**src/rtl/mips_fetch.sv**
```systemverilog
`default_nettype none
// ============================================================================
// Module   : mips_fetch
// Purpose  : MIPS instruction-fetch stage. It fetches one word at a time from
//            instruction memory and holds it for decode until retire. It also
//            computes the next PC for sequential, branch, j/jal and jr flow.
// Options  : MIPS_FETCH_ALIGN_CHK_EN - when defined, a misaligned next PC sets
//            a sticky error flag and parks the stage in ERR until reset.
//            When undefined, the low two bits of the next PC are cleared.
// Revision : 1.0 - initial release
// ============================================================================
module mips_fetch #(
    parameter logic [31:0] RESET_PC = 32'h0000_0000
) (
    input  logic        clk,
    input  logic        rst_n,
    // Instruction memory
    output logic        imem_req,
    output logic [31:0] imem_addr,
    input  logic        imem_ready,
    input  logic [31:0] imem_rdata,
    // Decode side
    output logic [31:0] instr_out,
    output logic [5:0]  op_out,
    output logic [5:0]  func_out,
    output logic [31:0] pc_out,
    output logic [31:0] pc_plus4_out,
    output logic        instr_valid,
    input  logic        stall_in,
    input  logic        branch_in,
    input  logic        jump_in,
    input  logic        zero_in,
    input  logic [31:0] rs_data_in,
    output logic        align_err_out
);

    typedef enum logic [1:0] {
        ST_IDLE  = 2'd0,
        ST_FETCH = 2'd1,
        ST_VALID = 2'd2
`ifdef MIPS_FETCH_ALIGN_CHK_EN
        ,
        ST_ERR   = 2'd3
`endif
    } state_t;

    state_t      r_state;
    logic [31:0] r_pc;
    logic [31:0] r_instr;
    logic        r_valid;
    logic        r_req;

    logic [31:0] w_pc_plus4;
    logic [5:0]  w_op;
    logic [5:0]  w_func;
    logic        w_is_jr;
    logic        w_is_j;
    logic        w_br_taken;
    logic [31:0] w_br_off;
    logic [31:0] w_next_pc;
    logic        w_retire;

    // Decode fields and arithmetic come only from held state, never from imem_rdata
    assign w_pc_plus4 = r_pc + 32'd4;
    assign w_op       = r_instr[31:26];
    assign w_func     = r_instr[5:0];
    assign w_is_jr    = jump_in && (w_op == 6'h00) && (w_func == 6'h08);
    assign w_is_j     = jump_in && ((w_op == 6'h02) || (w_op == 6'h03));
    // A single zero_in polarity flip covers both beq and bne
    assign w_br_taken = branch_in && (zero_in ^ (w_op == 6'h05));
    assign w_br_off   = {{14{r_instr[15]}}, r_instr[15:0], 2'b00};
    assign w_retire   = (r_state == ST_VALID) && !stall_in;

    // Next-PC select: jr > j/jal > taken branch > sequential
    always_comb begin
        w_next_pc = w_pc_plus4;
        if (w_is_jr) begin
            w_next_pc = rs_data_in;
        end else if (w_is_j) begin
            w_next_pc = {w_pc_plus4[31:28], r_instr[25:0], 2'b00};
        end else if (w_br_taken) begin
            w_next_pc = w_pc_plus4 + w_br_off;
        end
    end

`ifdef MIPS_FETCH_ALIGN_CHK_EN
    logic r_align_err;
    logic w_misaligned;

    assign w_misaligned  = |w_next_pc[1:0];
    assign align_err_out = r_align_err;

    // Fetch FSM with alignment trap; ERR is left only through reset
    always_ff @(posedge clk or negedge rst_n) begin
        if (!rst_n) begin
            r_state     <= ST_IDLE;
            r_pc        <= RESET_PC;
            r_instr     <= 32'h0000_0000;
            r_valid     <= 1'b0;
            r_req       <= 1'b0;
            r_align_err <= 1'b0;
        end else begin
            case (r_state)
                ST_IDLE: begin
                    r_state <= ST_FETCH;
                    r_req   <= 1'b1;
                end
                ST_FETCH: begin
                    if (imem_ready) begin
                        r_instr <= imem_rdata;
                        r_valid <= 1'b1;
                        r_req   <= 1'b0;
                        r_state <= ST_VALID;
                    end
                end
                ST_VALID: begin
                    if (w_retire) begin
                        r_valid <= 1'b0;
                        if (w_misaligned) begin
                            r_align_err <= 1'b1;
                            r_req       <= 1'b0;
                            r_state     <= ST_ERR;
                        end else begin
                            r_pc    <= w_next_pc;
                            r_req   <= 1'b1;
                            r_state <= ST_FETCH;
                        end
                    end
                end
                ST_ERR: begin
                    r_req   <= 1'b0;
                    r_valid <= 1'b0;
                end
                default: begin
                    r_state <= ST_IDLE;
                    r_req   <= 1'b0;
                    r_valid <= 1'b0;
                end
            endcase
        end
    end
`else
    logic [31:0] w_next_pc_al;

    // The low bits are dropped so every fetch address stays word aligned
    assign w_next_pc_al  = w_next_pc & 32'hFFFF_FFFC;
    assign align_err_out = 1'b0;

    // Fetch FSM: IDLE -> FETCH -> VALID -> FETCH ...
    always_ff @(posedge clk or negedge rst_n) begin
        if (!rst_n) begin
            r_state <= ST_IDLE;
            r_pc    <= RESET_PC;
            r_instr <= 32'h0000_0000;
            r_valid <= 1'b0;
            r_req   <= 1'b0;
        end else begin
            case (r_state)
                ST_IDLE: begin
                    r_state <= ST_FETCH;
                    r_req   <= 1'b1;
                end
                ST_FETCH: begin
                    if (imem_ready) begin
                        r_instr <= imem_rdata;
                        r_valid <= 1'b1;
                        r_req   <= 1'b0;
                        r_state <= ST_VALID;
                    end
                end
                ST_VALID: begin
                    if (w_retire) begin
                        r_pc    <= w_next_pc_al;
                        r_valid <= 1'b0;
                        r_req   <= 1'b1;
                        r_state <= ST_FETCH;
                    end
                end
                default: begin
                    r_state <= ST_IDLE;
                    r_req   <= 1'b0;
                    r_valid <= 1'b0;
                end
            endcase
        end
    end
`endif

    assign imem_req     = r_req;
    assign imem_addr    = r_pc;
    assign pc_out       = r_pc;
    assign pc_plus4_out = w_pc_plus4;
    assign instr_out    = r_instr;
    assign op_out       = w_op;
    assign func_out     = w_func;
    assign instr_valid  = r_valid;

endmodule
`default_nettype wire

```
**config.mk**
```make
export PLATFORM = sky130hd
export DESIGN_NAME = mips_fetch
export DESIGN_NICKNAME = d
export VERILOG_FILES = /design/src/rtl/mips_fetch.sv
export SDC_FILE = /design/constraint.sdc
export NUM_CORES = 1
export LEC_CHECK = 0
export ABC_AREA = 1
export CAP_MARGIN = 10
export CORE_MARGIN = 1.5
export CORE_UTILIZATION = 49
export CTS_CLUSTER_SIZE = 40
export DETAILED_ROUTE_END_ITERATION = 12
export PLACE_DENSITY_LB_ADDON = 0.08
export SETUP_SLACK_MARGIN = 0.4
export SYNTH_ARGS = -nofsm -noshare
export SYNTH_HDL_FRONTEND = slang
export SYNTH_SLANG_ARGS = --single-unit
```
**constraint.sdc**
```tcl
create_clock -name clk -period 3.75 [get_ports clk]
set_clock_uncertainty 0.2 [all_clocks]
set_input_delay 1.125 -clock clk [delete_from_list [all_inputs] [get_ports clk]]
set_output_delay 1.125 -clock clk [all_outputs]
set_load 0.05 [all_outputs]
```
==> qor.csv <==
stage,metric,value,unit
grt,antenna_found_initial,0,
timing,tns,0,ns
grt,grt.total_usage,32.3,%
setup_path,critPathKind,flop to output port,
finish,diodes,0,
timing,fmax,301,MHz
status,status,finished clean,
placement,port_buffers,204,
routing,vias,7868,
placement,gp_congestion,0.954,
grt,grt_pass1_wl,36.7,mm
clocking,tritoncts,built,
grt,overflow,0,
routing,drt_pass1_iterations,5,
clocking,cts_buffer_depth,2,
yosys,avgSynthCellArea,6.25,µm²
yosys,ys.flop_type,dfrtp_1,
floorplanning,dieArea,15100,µm²
setup_path,endpoint_kind,output port,
floorplanning,chipHeight,123,µm
finish,areaGrowthSynthToFinish,42.2,%
yosys,synth-edff-count,0,
yosys,synth.cell_area,7040,µm²
clocking,clock_sinks,65,
routing,via_per_inst,5.22,
yosys,yosysWarnings,0,
finish,final_common_cell,nand2_1,
yosys,async_flop_share,100,%
clocking,h-tree-depth,3,
finish,drive_gt1_share,20.1,%
grt,grt_pass1_vias,6975,
finish,final_cell_area,10000,µm²
clocking,clkTransAtPathRegs,0.06,ns
min_path,hold_class,flop to flop,
floorplanning,io_pins,214,
yosys,synth-seq-cells,65,
routing,ant_nets,0,
floorplanning,rows,43,
timing,report.final.slew_viol_count,0,
min_path,min_path_cells,2,
min_path,hold_end,instr_valid,
setup_path,rr_startpoint,imem_addr[2],
finish,final_cells,1506,
clocking,clkLatencyLatePin,0.35,ns
floorplanning,start_util,50.5,%
setup_path,cp_max_fo,4,
min_path,hold_start,instr_valid,
timing,finalHoldViolations,0,
yosys,synth_cells,1126,
setup_path,rrSetupSlack,0.55,ns
setup_path,required,2.42,ns
timing,rsz0062_at_grt,yes,
timing,finalCritPeriodShare,88.7,%
timing,worst_pin_slew,0.727,ns
timing,worst_slack,0.423,ns
placement,place_area,9090,µm²
placement,dp_slack,0.301,ns
placement,hpwl,19.5,mm
setup_path,reg2regPathDepth,19,
routing,routedWlPerCell,16.7,µm
timing,min_period,3.33,ns
timing,max-slew-margin-rel,51.6,%
routing,drt_iter0_drc,677,
routing,routed_wirelength,25.1,mm
setup_path,start_kind,flop,
finish,final_cell_mix,"nand2_1 (363), clkdlybuf4s50_1 (174), inv_1 (164)",
floorplanning,fp.dieW,123,µm
setup_path,r2r-end,imem_addr[27],
grt,grt_max_degree,41,
placement,post-place-cells,1465,
clocking,cts_inserted_buffers,9,
setup_path,worstPathArrival,2.00,ns
yosys,synth_cell_types,44,
yosys,ys_seq_area_share,23.1,%
floorplanning,core_area,13900,µm²
clocking,cts-root-buf,clkbuf_16,
routing,drc,0,
finish,nets,1429,
job,maxCapViolCount,0,
timing,setup_viol,0,
## synth_stat cells, types with 3 or more instances
cell type / instances / share of area (%)
xnor2_1: 8 / 1.0
o21ai_0: 40 / 2.8
nand2_1: 381 / 20
inv_1: 174 / 9.3
and2_1: 4 / 0.36
clkbuf_1: 11 / 0.59
a21oi_1: 48 / 3.4
dfrtp_1: 65 / 23
xor2_1: 14 / 1.7
nand2_4: 3 / 0.48
nand4_1: 9 / 0.80
ha_1: 36 / 6.4
nor2_2: 4 / 0.36
buf_1: 3 / 0.16
buf_2: 4 / 0.28
or2_2: 8 / 0.71
nand3_2: 3 / 0.43
mux2_2: 25 / 4.0
nand2_2: 12 / 1.1
nor3_1: 10 / 0.71
nand3b_1: 4 / 0.43
nor3_2: 3 / 0.43
buf_4: 52 / 5.5
o21bai_1: 8 / 0.85
nor2_4: 7 / 1.1
o21ai_1: 5 / 0.36
o211ai_1: 4 / 0.43
nor2_1: 90 / 4.8
inv_2: 3 / 0.16
o22ai_1: 7 / 0.62
nand3_1: 63 / 4.5
## flip-flops by register name (all words and copies together), names as in the netlist
name / flops
imem_addr: 30
imem_req: 1
instr_out: 32
instr_valid: 1
r_state: 1
## worst max-delay path, stage by stage (launching register included)
cell     delay, ns
dfrtp_2       0.40
nand2_2       0.11
nor3_4        0.28
buf_4         0.15
nand2_1       0.07
nor2_2        0.15
nand2_1       0.07
nand2_1       0.07
nand2_2       0.09
inv_2         0.11
buf_8         0.15
## how the worst max path moves through the flow
| stage | slack, ns | startpoint | to | depth (start not counted) |
|---|---|---|---|---|
| after floorplan | 0.41 | imem_addr[15] | imem_addr[26] | 19 |
| after global placement | 0.33 | imem_addr[3] | imem_addr[22] | 19 |
| after detailed placement | 0.30 | imem_addr[2] | imem_addr[22] | 19 |
| after CTS | 0.30 | imem_addr[5] | pc_plus4_out[15] | 7 |
| after global routing | 0.28 | imem_addr[15] | imem_addr[26] | 20 |
| final | 0.42 | imem_addr[10] | pc_plus4_out[28] | 10 |
## routing by layer
layer	part of all wire, %	wire length, µm	GRT usage, %
met5	0	0	0
met3	6.8	1720	3.90
met2	47	11900	53.3
met1	44	11000	44.5
met4	2.1	535	9.23
## area by class of cell
cell class / instances / area [µm²]
multi-input combinational: 819 / 4750
sequential: 65 / 1650
timing repair buffer: 248 / 2380
inverter: 178 / 672
clock buffer: 11 / 243
fill: 1193 / 3930
clock inverter: 5 / 78.8
tap: 180 / 225
## through the flow
stage / util (%) / hold WS (ns)
finish: 71.8 / 0.277
global route: 71.8 / 0.302
CTS: 68.3 / 0.282
detailed placement: 65.2 / 0.265
global placement: 65.2 / 0.263
floorplan: - / 0.347
## what timing repair did
action | 4_1_cts | 5_1_grt
buffers inserted | 11 | 14
hold buffers | 0 | 0
pin swaps | 1 | 15
gates resized for setup | 20 | 101
gates cloned | 0 | 0
hold endpoints to repair | 0 | 0
endpoints found under the setup margin | 27 | 41
## kinds of logic (layout without fill, tap and decap cells)
kind of cell	after synthesis	count (layout)	synth area share (%)
AND/OR/NAND/NOR	606	606	37.5
buffers and inverters	248	442	16.1
AO/OA/AOI/OAI	120	120	9.41
flip-flops	65	65	23.1
adder cells (fa/ha/maj)	37	37	6.69
multiplexers	25	25	4.00
XOR/XNOR	24	24	3.20
other	1	7	0.0533
Power is left out: the tool's default activity adds up to more than one toggle a clock period on the data nets, which glitch-free logic cannot reach.
